`src/rtl/block_spawn_ctrl.sv`:
```
// -----------------------------------------------------------------------------
// block_spawn_ctrl
// Obstacle scheduler for the runner game. A free-running 16-bit LFSR picks
// obstacle patterns and the random part of the empty gap that follows each
// obstacle. One 8-bit column is produced per accepted scroll tick and offered
// to the map shift register over a valid/ready handshake. The block also owns
// the IDLE/RUN/FROZEN run sequencing and the obstacle count for scoring.
//
// Ports
//   clk           system clock, rising edge
//   rst_n         synchronous reset, active low
//   start         pulse: begin/restart a run (ignored while running)
//   pause         level: ignore scroll_tick while high
//   game_over     freeze generation, drop any pending column
//   scroll_tick   pulse: map scrolls by one column
//   col_ready     map shift register accepts the offered column
//   col_valid     col_data / col_is_block valid
//   col_data      column bitmap, bit7 = top row
//   col_is_block  col_data is an obstacle column
//   block_count   obstacles accepted this run, saturating
//   overrun       sticky: a tick arrived while a column was still pending
//   running       run state active
// -----------------------------------------------------------------------------
module block_spawn_ctrl #(
    parameter logic [15:0] LFSR_SEED     = 16'hACE1,
    parameter int unsigned MIN_GAP       = 2,
    parameter int unsigned GAP_SPAN_LOG2 = 2
) (
    input  logic        clk,
    input  logic        rst_n,
    input  logic        start,
    input  logic        pause,
    input  logic        game_over,
    input  logic        scroll_tick,
    input  logic        col_ready,
    output logic        col_valid,
    output logic [7:0]  col_data,
    output logic        col_is_block,
    output logic [15:0] block_count,
    output logic        overrun,
    output logic        running
);

    localparam int unsigned GAP_MAX = MIN_GAP + (1 << GAP_SPAN_LOG2) - 1;
    localparam int unsigned GW      = $clog2(GAP_MAX + 1);

    typedef enum logic [1:0] {
        ST_IDLE   = 2'd0,
        ST_RUN    = 2'd1,
        ST_FROZEN = 2'd2
    } state_t;

    state_t        state_r, state_nxt_s;
    logic [15:0]   lfsr_r;
    logic [GW-1:0] gap_cnt_r, gap_cnt_nxt_s;
    logic          col_valid_r, col_valid_nxt_s;
    logic [7:0]    col_data_r, col_data_nxt_s;
    logic          col_is_block_r, col_is_block_nxt_s;
    logic [15:0]   block_count_r, block_count_nxt_s;
    logic          overrun_r, overrun_nxt_s;

    logic          xfer_s;
    logic          tick_s;
    logic [7:0]    pattern_s;

    // Obstacle bitmap chosen by the two low LFSR bits; 8'h00 means "no obstacle".
    function automatic logic [7:0] pattern_of(input logic [1:0] sel);
        logic [7:0] p;
        case (sel)
            2'b00:   p = 8'hC6;
            2'b01:   p = 8'h3A;
            2'b10:   p = 8'hFC;
            2'b11:   p = 8'h00;
            default: p = 8'h00;
        endcase
        return p;
    endfunction

    // Fibonacci step, taps 16,14,13,11 (bit 16 is lfsr[15]).
    function automatic logic [15:0] lfsr_step(input logic [15:0] v);
        return {v[14:0], v[15] ^ v[13] ^ v[12] ^ v[10]};
    endfunction

    assign xfer_s    = col_valid_r & col_ready;
    assign tick_s    = scroll_tick & ~pause;
    assign pattern_s = pattern_of(lfsr_r[1:0]);

    // State register plus all registered datapath/outputs.
    always_ff @(posedge clk) begin
        if (!rst_n) begin
            state_r        <= ST_IDLE;
            lfsr_r         <= LFSR_SEED;
            gap_cnt_r      <= {GW{1'b0}};
            col_valid_r    <= 1'b0;
            col_data_r     <= 8'h00;
            col_is_block_r <= 1'b0;
            block_count_r  <= 16'h0000;
            overrun_r      <= 1'b0;
        end else begin
            state_r        <= state_nxt_s;
            lfsr_r         <= lfsr_step(lfsr_r);
            gap_cnt_r      <= gap_cnt_nxt_s;
            col_valid_r    <= col_valid_nxt_s;
            col_data_r     <= col_data_nxt_s;
            col_is_block_r <= col_is_block_nxt_s;
            block_count_r  <= block_count_nxt_s;
            overrun_r      <= overrun_nxt_s;
        end
    end

    // Next-state logic; game_over has priority over start.
    always_comb begin
        state_nxt_s = state_r;
        case (state_r)
            ST_IDLE, ST_FROZEN: begin
                if (start && !game_over) begin
                    state_nxt_s = ST_RUN;
                end else begin
                    state_nxt_s = state_r;
                end
            end
            ST_RUN: begin
                if (game_over) begin
                    state_nxt_s = ST_FROZEN;
                end else begin
                    state_nxt_s = ST_RUN;
                end
            end
            default: state_nxt_s = ST_IDLE;
        endcase
    end

    // Column generation, handshake and counters for the next cycle.
    always_comb begin
        gap_cnt_nxt_s      = gap_cnt_r;
        col_valid_nxt_s    = col_valid_r;
        col_data_nxt_s     = col_data_r;
        col_is_block_nxt_s = col_is_block_r;
        block_count_nxt_s  = block_count_r;
        overrun_nxt_s      = overrun_r;
        case (state_r)
            ST_RUN: begin
                if (game_over) begin
                    col_valid_nxt_s = 1'b0;
                end else begin
                    if (xfer_s && col_is_block_r && (block_count_r != 16'hFFFF)) begin
                        block_count_nxt_s = block_count_r + 16'd1;
                    end else begin
                        block_count_nxt_s = block_count_r;
                    end
                    if (tick_s) begin
                        // A column still waiting (and not leaving this cycle) wins over the tick.
                        if (col_valid_r && !col_ready) begin
                            overrun_nxt_s = 1'b1;
                        end else if (gap_cnt_r != {GW{1'b0}}) begin
                            col_valid_nxt_s    = 1'b1;
                            col_data_nxt_s     = 8'h00;
                            col_is_block_nxt_s = 1'b0;
                            gap_cnt_nxt_s      = gap_cnt_r - GW'(1);
                        end else begin
                            col_valid_nxt_s    = 1'b1;
                            col_data_nxt_s     = pattern_s;
                            col_is_block_nxt_s = (pattern_s != 8'h00);
                            if (pattern_s != 8'h00) begin
                                gap_cnt_nxt_s = GW'(MIN_GAP) + GW'(lfsr_r[GAP_SPAN_LOG2+1:2]);
                            end else begin
                                gap_cnt_nxt_s = {GW{1'b0}};
                            end
                        end
                    end else if (xfer_s) begin
                        col_valid_nxt_s = 1'b0;
                    end else begin
                        col_valid_nxt_s = col_valid_r;
                    end
                end
            end
            ST_IDLE, ST_FROZEN: begin
                if (start && !game_over) begin
                    block_count_nxt_s = 16'h0000;
                    overrun_nxt_s     = 1'b0;
                    gap_cnt_nxt_s     = GW'(MIN_GAP);
                    col_valid_nxt_s   = 1'b0;
                end else begin
                    col_valid_nxt_s   = 1'b0;
                end
            end
            default: begin
                col_valid_nxt_s = 1'b0;
            end
        endcase
    end

    assign col_valid    = col_valid_r;
    assign col_data     = col_data_r;
    assign col_is_block = col_is_block_r;
    assign block_count  = block_count_r;
    assign overrun      = overrun_r;
    assign running      = (state_r == ST_RUN);

endmodule
```
`config.mk`:
```
export PLATFORM = sky130hd
export DESIGN_NAME = block_spawn_ctrl
export DESIGN_NICKNAME = d
export VERILOG_FILES = /design/src/rtl/block_spawn_ctrl.sv
export SDC_FILE = /design/constraint.sdc
export NUM_CORES = 1
export LEC_CHECK = 0
export ABC_CLOCK_PERIOD_IN_PS = 1800
export CAP_MARGIN = 20
export CORE_ASPECT_RATIO = 0.9
export CORE_UTILIZATION = 30
export DETAILED_ROUTE_END_ITERATION = 12
export DONT_BUFFER_PORTS = 1
export MAX_ROUTING_LAYER = met4
export PLACE_DENSITY = 0.42
export SLEW_MARGIN = 20
export SYNTH_ARGS = -nofsm -noshare
export SYNTH_HDL_FRONTEND = slang
export SYNTH_SLANG_ARGS = --single-unit
```
`constraint.sdc`:
```
create_clock -name clk -period 1.8 [get_ports clk]
set_clock_uncertainty 0.15 [all_clocks]
set_input_delay 0.45 -clock clk [delete_from_list [all_inputs] [get_ports clk]]
set_output_delay 0.45 -clock clk [all_outputs]
set_load 0.005 [all_outputs]
```
==> summary by stage, run 1 <==
Run status
The run finished with clean final reports.

Pwr
Dividing total power by cell area gives a power density of 803 nW/um2. The total net switching power is between 400 and 500 uW. The cell-internal power is 1.60 mW. The overall power of the completed layout is around 2.0 mW. Of the total power, combinational logic draws 0.067. Of the total power, registers draw 0.491.

The peak ir drop on the vdd network is 0.303 mV. In this run the static leakage power is 0.942 nW. The clock network power share is 0.442.

The switching part of the total power is 0.214.

Synthesis
Counting every net in the synthesized netlist gives about 240. Among all flip-flop cells after synthesis, the most frequent one is sky130_fd_sc_hd__dfxtp_1. The register bit count reported by yosys is 43. For this run, the register share of the synthesized area comes to 0.437.

The synthesized netlist cell count is 222. The mean post-synth cell area is 8.88 um2. The synthesized cell area is just under 2000 um2. The async set or reset register ratio after synthesis is 0. Yosys printed 0 warnings.

The number of flops mapped to enable cells by yosys is 0. The distinct cell type count of the synthesized netlist is 45.

Global route
After global routing the overflow that remains totals 0. The largest net degree at the start of global routing is 16. The number of global-route vias before repair is around 1600.

The number of antenna violations at the first check in global routing came to 0. Across every metal layer, demand over resource in global routing totals 0.144. The global-route wire length before repair is 7560 um.

Layout
In the layout the commonest cells are 40 x sky130_fd_sc_hd__dfxtp_1, 35 x sky130_fd_sc_hd__buf_4, 18 x sky130_fd_sc_hd__a31oi_1. The final standard cell utilization of the core is 0.407. The total area of sequential cells is 865 um2.

Relative to the synthesized area, the layout overhead comes to 28.4%. The final standard cell count with taps included and fillers excluded is 343. Leaving out fill and tap cells, the most frequent cell in the layout is sky130_fd_sc_hd__dfxtp_1. The final layout contains 269 nets.

The total area of multi-input combinational cells is 1080 um2. In the final layout, the share of cells above drive strength 1 is 0.246. Counting the fill cells in the layout gives 661.

The diode insertion count for antenna repair is 0.

Die
For this design the top-level I/O count stands at 35. The core region is around 6200 um2. The area enclosed by the die boundary is 6900 um2. The floorplan has 27 rows. The horizontal die dimension is 87.5 um. The y dimension of the die is 78.9 um.

The effective utilization at floorplan is 0.317.

Drt
The met3 wirelength from detailed routing is between 200 and 250 um. In the routed layout, each cell is associated on average with a via count of 4.88. In the final routed layout, each cell accounts on average for between 10 and 15 um. The total number of vias is 1675. The first-pass iteration count of the detailed router is 4. Summed over all layers, the routed wires come to 4850 um. The violation count after the first detailed-routing iteration is slightly above 70.

The detailed router used layers up to and including met4. The routed wire length on met2 is 1920 um. The count of nets left with antenna violations after detail routing is 0. The number of remaining DRC errors is 0.

After detailed routing, the wire length on met1 is 2690 um.

Setup path
The largest fanout on the critical path is 6. The critical path endpoint category is a register. The source of the critical timing path is block_count[0]. The data arrival time of the worst path is 1760 ps. The kind of start point of the critical path is a register. The endpoint required time on the critical path is 1830 ps. The worst setup path is of the reg2reg kind. The startpoint identified for the worst register-to-register timing path is block_count[0].

Min path
The worst min-delay path category is in2reg. In this run the most critical hold path is launched from rst_n.

Placed design
Detailed placement finished with a half-perimeter wire length of between 3000 and 4000 um. Input and output buffers added on the ports amount to 0. The routability-driven placement congestion ratio is 0.739. After detailed placement, the design holds a cell count of 327. The setup slack after placement is -304 ps.

Clock tree
The number of clock sinks seen by CTS is 43. The hold buffer count at CTS is 0. TritonCTS built the clock tree. Clock tree synthesis selected as its root buffer the cell sky130_fd_sc_hd__clkbuf_8. Buffers inserted during clock tree synthesis total 5. Clock-pin slew was measured on the worst setup and hold paths at about 80 ps.

The H-tree depth is 2. Counting along the longest clock path gives a buffer depth of 2. At the later pin of the worst-skew pair, clock insertion delay measures 290 ps.

Timing
Based on the critical path, the design can be clocked at up to 0.579 GHz. Summed over all failing endpoints, the final setup total negative slack is 0 ps. The final count of negative-setup-slack endpoints is 0. The final count of pins violating max slew is 0. Dividing the final minimum period by the clock period gives 0.960. The minimum clock period after layout is 1730 ps. Setup repair after global routing could not meet its margin everywhere. The final-report hold violation count came to 0. The setup slack of the critical path after layout is 72.1 ps.

Run
The number of violations of the max-capacitance limit is 0.
[metal layers]
| metal | global-route usage | up-vias |
|---|---|---|
| met5 | - | - |
| li1 | - | 870 |
| met2 | 0.195 | 29 |
| met3 | 0.0416 | 2 |
| met4 | 0.0443 | 0 |
| met1 | 0.206 | 774 |
[timing repair]
action	CTS	global route
pin swaps	1	10
resized for setup	3	12
gates cloned	0	2
endpoints found under the setup margin	15	17
buffers inserted	0	6
[sequential cells by signal, indices dropped and copies added (netlist names)]
name and flops:
overrun 1, lfsr_r 16, col_data 3, state_r 2, block_count 16, col_valid 1
col_is_block 1, gap_cnt_r 3
[path summary, 6_finish.rpt]
kind,end,slack [ps],cells after the start
min,lfsr_r[0],80,1
min reg2reg,lfsr_r[7],260,1
max,block_count[2],70,5
max reg2reg,block_count[2],70,5
[Yosys cell counts, drive strengths merged, types with 5 or more instances]
master	n	area share
o211ai	6	0.023
ha	7	0.044
nand4	7	0.025
nand3	9	0.023
a21oi	10	0.025
inv	13	0.025
and3	5	0.016
o21ai	7	0.020
nand2	13	0.025
and2	6	0.019
nor3	6	0.015
nand2b	13	0.041
buf	9	0.032
nor2	11	0.021
dfxtp	43	0.44
a31oi	18	0.057
[metrics by stage]
stage               hold slack (ps)  instance area (um2)
floorplan                       236                 2000
global placement                240                 2260
detailed placement              243                 2260
CTS                            68.8                 2420
global route                   61.4                 2530
finish                         76.9                 2530
[logic make-up (layout without fill, tap and decap cells)]
family | after synthesis | in the layout | share of synthesized area
fa+ha+maj | 7 | 7 | 0.0444
buf+inv | 25 | 58 | 0.0622
compound gates | 50 | 50 | 0.163
flops | 43 | 43 | 0.437
simple gates | 93 | 94 | 0.279
xor+xnor | 3 | 3 | 0.0133
other cells | 1 | 1 | 0.00190
[power by group through the flow]
stage / Clock [mW] / Sequential [mW] / Combinational (mW)
3_5_place_dp: 0 / 1.02 / 0.117
3_3_place_gp: 0 / 1.02 / 0.119
2_1_floorplan: 0 / 1.02 / 0.0962
4_1_cts: 0.933 / 0.999 / 0.119
6_report: 0.899 / 0.999 / 0.135
5_1_grt: 0.952 / 1.00 / 0.156
[critical path, cell delays in order, from the launching register on]
cell and delay, ps:
sky130_fd_sc_hd__dfxtp_2 360, sky130_fd_sc_hd__ha_4 160, sky130_fd_sc_hd__nand4_4 110, sky130_fd_sc_hd__or4_4 630
sky130_fd_sc_hd__a31oi_1 160, sky130_fd_sc_hd__a31oi_1 50
[final cells by class]
type	count	share of cell area
clock buffer	5	0.0272
clock inverter	3	0.0267
inverter	13	0.0208
multi-input combinational	155	0.427
sequential	43	0.342
tap	87	0.0430
timing repair buffer	37	0.114
(Power assumes the default switching activity.)
==> run 2, diff against run 1 <==
--- a/config.mk
+++ b/config.mk
@@ -12,7 +12,7 @@
 export DETAILED_ROUTE_END_ITERATION = 12
 export DONT_BUFFER_PORTS = 1
 export MAX_ROUTING_LAYER = met4
-export PLACE_DENSITY = 0.42
+export PLACE_DENSITY = 0.47
 export SLEW_MARGIN = 20
 export SYNTH_ARGS = -nofsm -noshare
 export SYNTH_HDL_FRONTEND = slang
==> run 2 against run 1 <==
Compared with the run above: core utilization shrank 0.66 points; register-to-register slack worse by 40 ps; design area down 1.6%; non-clock buffer count down 4; largest cell class unchanged; setup slack got worse by 38 ps.
==> summary by stage, run 2 (same netlist as run 1, synthesis figures left out) <==
Placed design
The post-DP HPWL is 3110 um (was 3200 um). The routability-driven placement congestion ratio is 0.731 (was 0.739). The number of buffers added on ports is 0 (unchanged).

The area of placed instances is 2250 um2 (was 2260 um2). The setup slack after placement came to -289 ps (was -304 ps).

Min path
The worst min-delay path category is in2reg (unchanged). The worst hold path depth was 1 (unchanged).

Drt
The first-pass iteration count of the detailed router is 4 (unchanged). The via density per instance was 5.04 (was 4.88). The number of remaining DRC errors is 0 (unchanged).

The violation count after the first detailed-routing iteration is 118 (was 72). The count of nets left with antenna violations after detail routing is 0 (unchanged). The total number of vias was 1709 (was 1675). The final wirelength is 4710 um (was 4850 um). The routed length per instance is 13.9 um (was 14.1 um).

Pwr
The overall power of the completed layout is 2.03 mW (about the same). The clock network power share is 0.444 (was 0.442). The areal power density over the cells was 814 nW/um2 (was 803 nW/um2). The fraction of power consumed by sequential logic is 0.492 (was 0.491). The cell-internal power is 1.59 mW (was 1.60 mW). The combinational group share of total power is 0.064 (was 0.067). The peak ir drop on the vdd network is 0.337 mV (was 0.303 mV). The total net switching power was 432 uW (was 435 uW). The switching part of the total power is 0.213 (was 0.214).

The leakage component of the power is 0.929 nW (was 0.942 nW).

Setup path
The endpoint required time on the critical path was 1830 ps (about the same). The critical path depth is 6 (was 5). The path depth of the worst reg2reg path is 6 (was 5). The slowest stage cell on the critical path is sky130_fd_sc_hd__a2111oi_2 (was sky130_fd_sc_hd__or4_4). The kind of start point of the critical path was a register (unchanged).

The internal reg-to-reg setup slack is 30 ps (was 70 ps). The stage delay of the slowest cell on the critical path is 390 ps (was 630 ps). The number of buffer and inverter stages on the critical path is 1 (was 0).

The type of the setup path with the least slack is reg2reg (unchanged). The family with the most delay on the worst path was compound AO/OA/AOI/OAI gates (was simple AND/OR/NAND/NOR gates). The data arrival time of the worst path is 1790 ps (was 1760 ps). The source of the critical timing path is gap_cnt_r[0] (was block_count[0]). The critical path endpoint category is a register (unchanged). The reg-to-reg critical path startpoint is gap_cnt_r[0] (was block_count[0]). The critical register-to-register path endpoint is gap_cnt_r[0] (was block_count[2]). Cell breakdown of the critical path: inv_1, ha_1, nor2b_2, o21ai_1, a21oi_1, a2111oi_2 (was ha_4, nand4_4, or4_4, a31oi_1, a31oi_1). The capturing element of the worst setup path is gap_cnt_r[0] (was block_count[2]). The largest fanout on the critical path is 7 (was 6).

Layout
The most common cell after layout, fill and taps aside is sky130_fd_sc_hd__dfxtp_1 (unchanged). The final standard cell utilization of the core was 0.401 (was 0.407). Top library cells by usage in the layout, fill and taps aside: 41 x sky130_fd_sc_hd__dfxtp_1, 32 x sky130_fd_sc_hd__buf_4, 18 x sky130_fd_sc_hd__a31oi_1 (was 40 x sky130_fd_sc_hd__dfxtp_1, 35 x sky130_fd_sc_hd__buf_4, 18 x sky130_fd_sc_hd__a31oi_1). The layout overhead on the synthesized area was 26.3% (was 28.4%). The total area of sequential cells was 863 um2 (was 865 um2).

The total of fill cells in the finished design is 650 (was 661). The share of post-route cells with drive strength above 1 is 0.226 (was 0.246). The total area of multi-input combinational cells is 1080 um2 (about the same). The diode insertion count for antenna repair was 0 (unchanged). The final instance area is 2490 um2 (was 2530 um2).

The number of nets at the end of the flow is 265 (was 269).

Clock tree
The number of clock sinks seen by CTS is 43 (unchanged). The maximum count of clock buffers along a single path is 2 (unchanged). The CTS tree is built (unchanged).

The H-tree depth came to 2 (unchanged). The clock tree root driver cell is sky130_fd_sc_hd__clkbuf_8 (unchanged). The clock transition at the register clock pins on the worst setup and hold paths after CTS is 80 ps (about the same). The number of buffers created by CTS is 5 (unchanged). The clock network latency to the later pin of the worst-skew pair is 300 ps (was 290 ps).

Timing
The final count of negative-setup-slack endpoints is 0 (unchanged). The minimum clock period after layout was 1770 ps (was 1730 ps). The worst slack on hold paths is 75.8 ps (was 76.9 ps). The top achievable clock speed is 0.566 GHz (was 0.579 GHz). The final clock period utilization by the worst path came to 0.981 (was 0.960). The final-report hold violation count is 0 (unchanged). The final count of pins violating max slew was 0 (unchanged).

The setup slack of the critical path after layout is 34.4 ps (was 72.1 ps). Unrepaired setup endpoints after global routing: yes (unchanged).

Global route
The number of antenna violations at the first check in global routing is 0 (unchanged). The global route total overflow is 0 (unchanged). The global-route wire length before repair is 7710 um (was 7560 um).

The number of global-route vias before repair is 1638 (was 1559). The largest net degree at the start of global routing is 16 (unchanged). The aggregate global-route resource usage is 0.148 (was 0.144).

Die
The horizontal die dimension was 87.5 um (unchanged). The total number of placement rows is 27 (unchanged). The core footprint is 6220 um2 (unchanged). The area enclosed by the die boundary is 6900 um2 (unchanged). The y dimension of the die was 78.9 um (unchanged). The total I/O pin count is 35 (unchanged). The effective utilization at floorplan is 0.317 (unchanged).

Run
The number of violations of the max-capacitance limit is 0 (unchanged).

Run status
Outcome: finished, final reports clean (unchanged).
[run 2: worst min-delay path by stage]
stage          startpoint          to  slack, ps
2_1_floorplan   lfsr_r[9]  lfsr_r[10]        240
3_3_place_gp   lfsr_r[14]  lfsr_r[15]        240
3_5_place_dp    lfsr_r[9]  lfsr_r[10]        250
4_1_cts             rst_n   lfsr_r[6]         70
5_1_grt             rst_n  lfsr_r[11]         60
6_report            rst_n  lfsr_r[15]         80
[run 2: metal layers]
metal,global-route usage,share of wire,vias to the layer above
li1,-,-,865
met4,0.0492,0.014,0
met1,0.201,0.52,798
met3,0.0364,0.047,8
met2,0.213,0.42,38
met5,-,0,-
[run 2: through the flow]
| step | setup TNS, ps | std cells |
|---|---|---|
| 6_report | 0 | 339 |
| 5_1_grt | -111 | 339 |
| 4_1_cts | -1.06 | 334 |
| 3_5_place_dp | -3990 | 326 |
| 3_3_place_gp | -3620 | 326 |
| 2_1_floorplan | -0.474 | 222 |
[run 2: area by class of cell]
class | count | share of cell area
flip-flops and latches | 43 | 0.347
repair buffers | 33 | 0.105
inverters | 13 | 0.0196
clock buffers | 6 | 0.0291
well taps | 87 | 0.0437
multi-input cells | 155 | 0.432
clock inverters | 2 | 0.0241
[run 2: worst register-to-register path: stages, from the launching register on]
cell and delay [ps]:
sky130_fd_sc_hd__dfxtp_1 340, sky130_fd_sc_hd__inv_1 80, sky130_fd_sc_hd__ha_1 240, sky130_fd_sc_hd__nor2b_2 210
sky130_fd_sc_hd__o21ai_1 150, sky130_fd_sc_hd__a21oi_1 100, sky130_fd_sc_hd__a2111oi_2 390
[run 2: what timing repair did]
item	4_1_cts	5_1_grt
hold buffers	0	0
buffers inserted	0	4
endpoints found under the setup margin	15	19
gates cloned	0	1
pin swaps	0	9
gates resized for setup	3	8
[run 2: power by group through the flow]
stage	registers [mW]	logic (mW)	clock network, mW
6_report	0.998	0.129	0.899
5_1_grt	1.00	0.147	0.960
4_1_cts	0.998	0.118	0.918
3_5_place_dp	1.02	0.116	0
3_3_place_gp	1.02	0.115	0
2_1_floorplan	1.02	0.0962	0
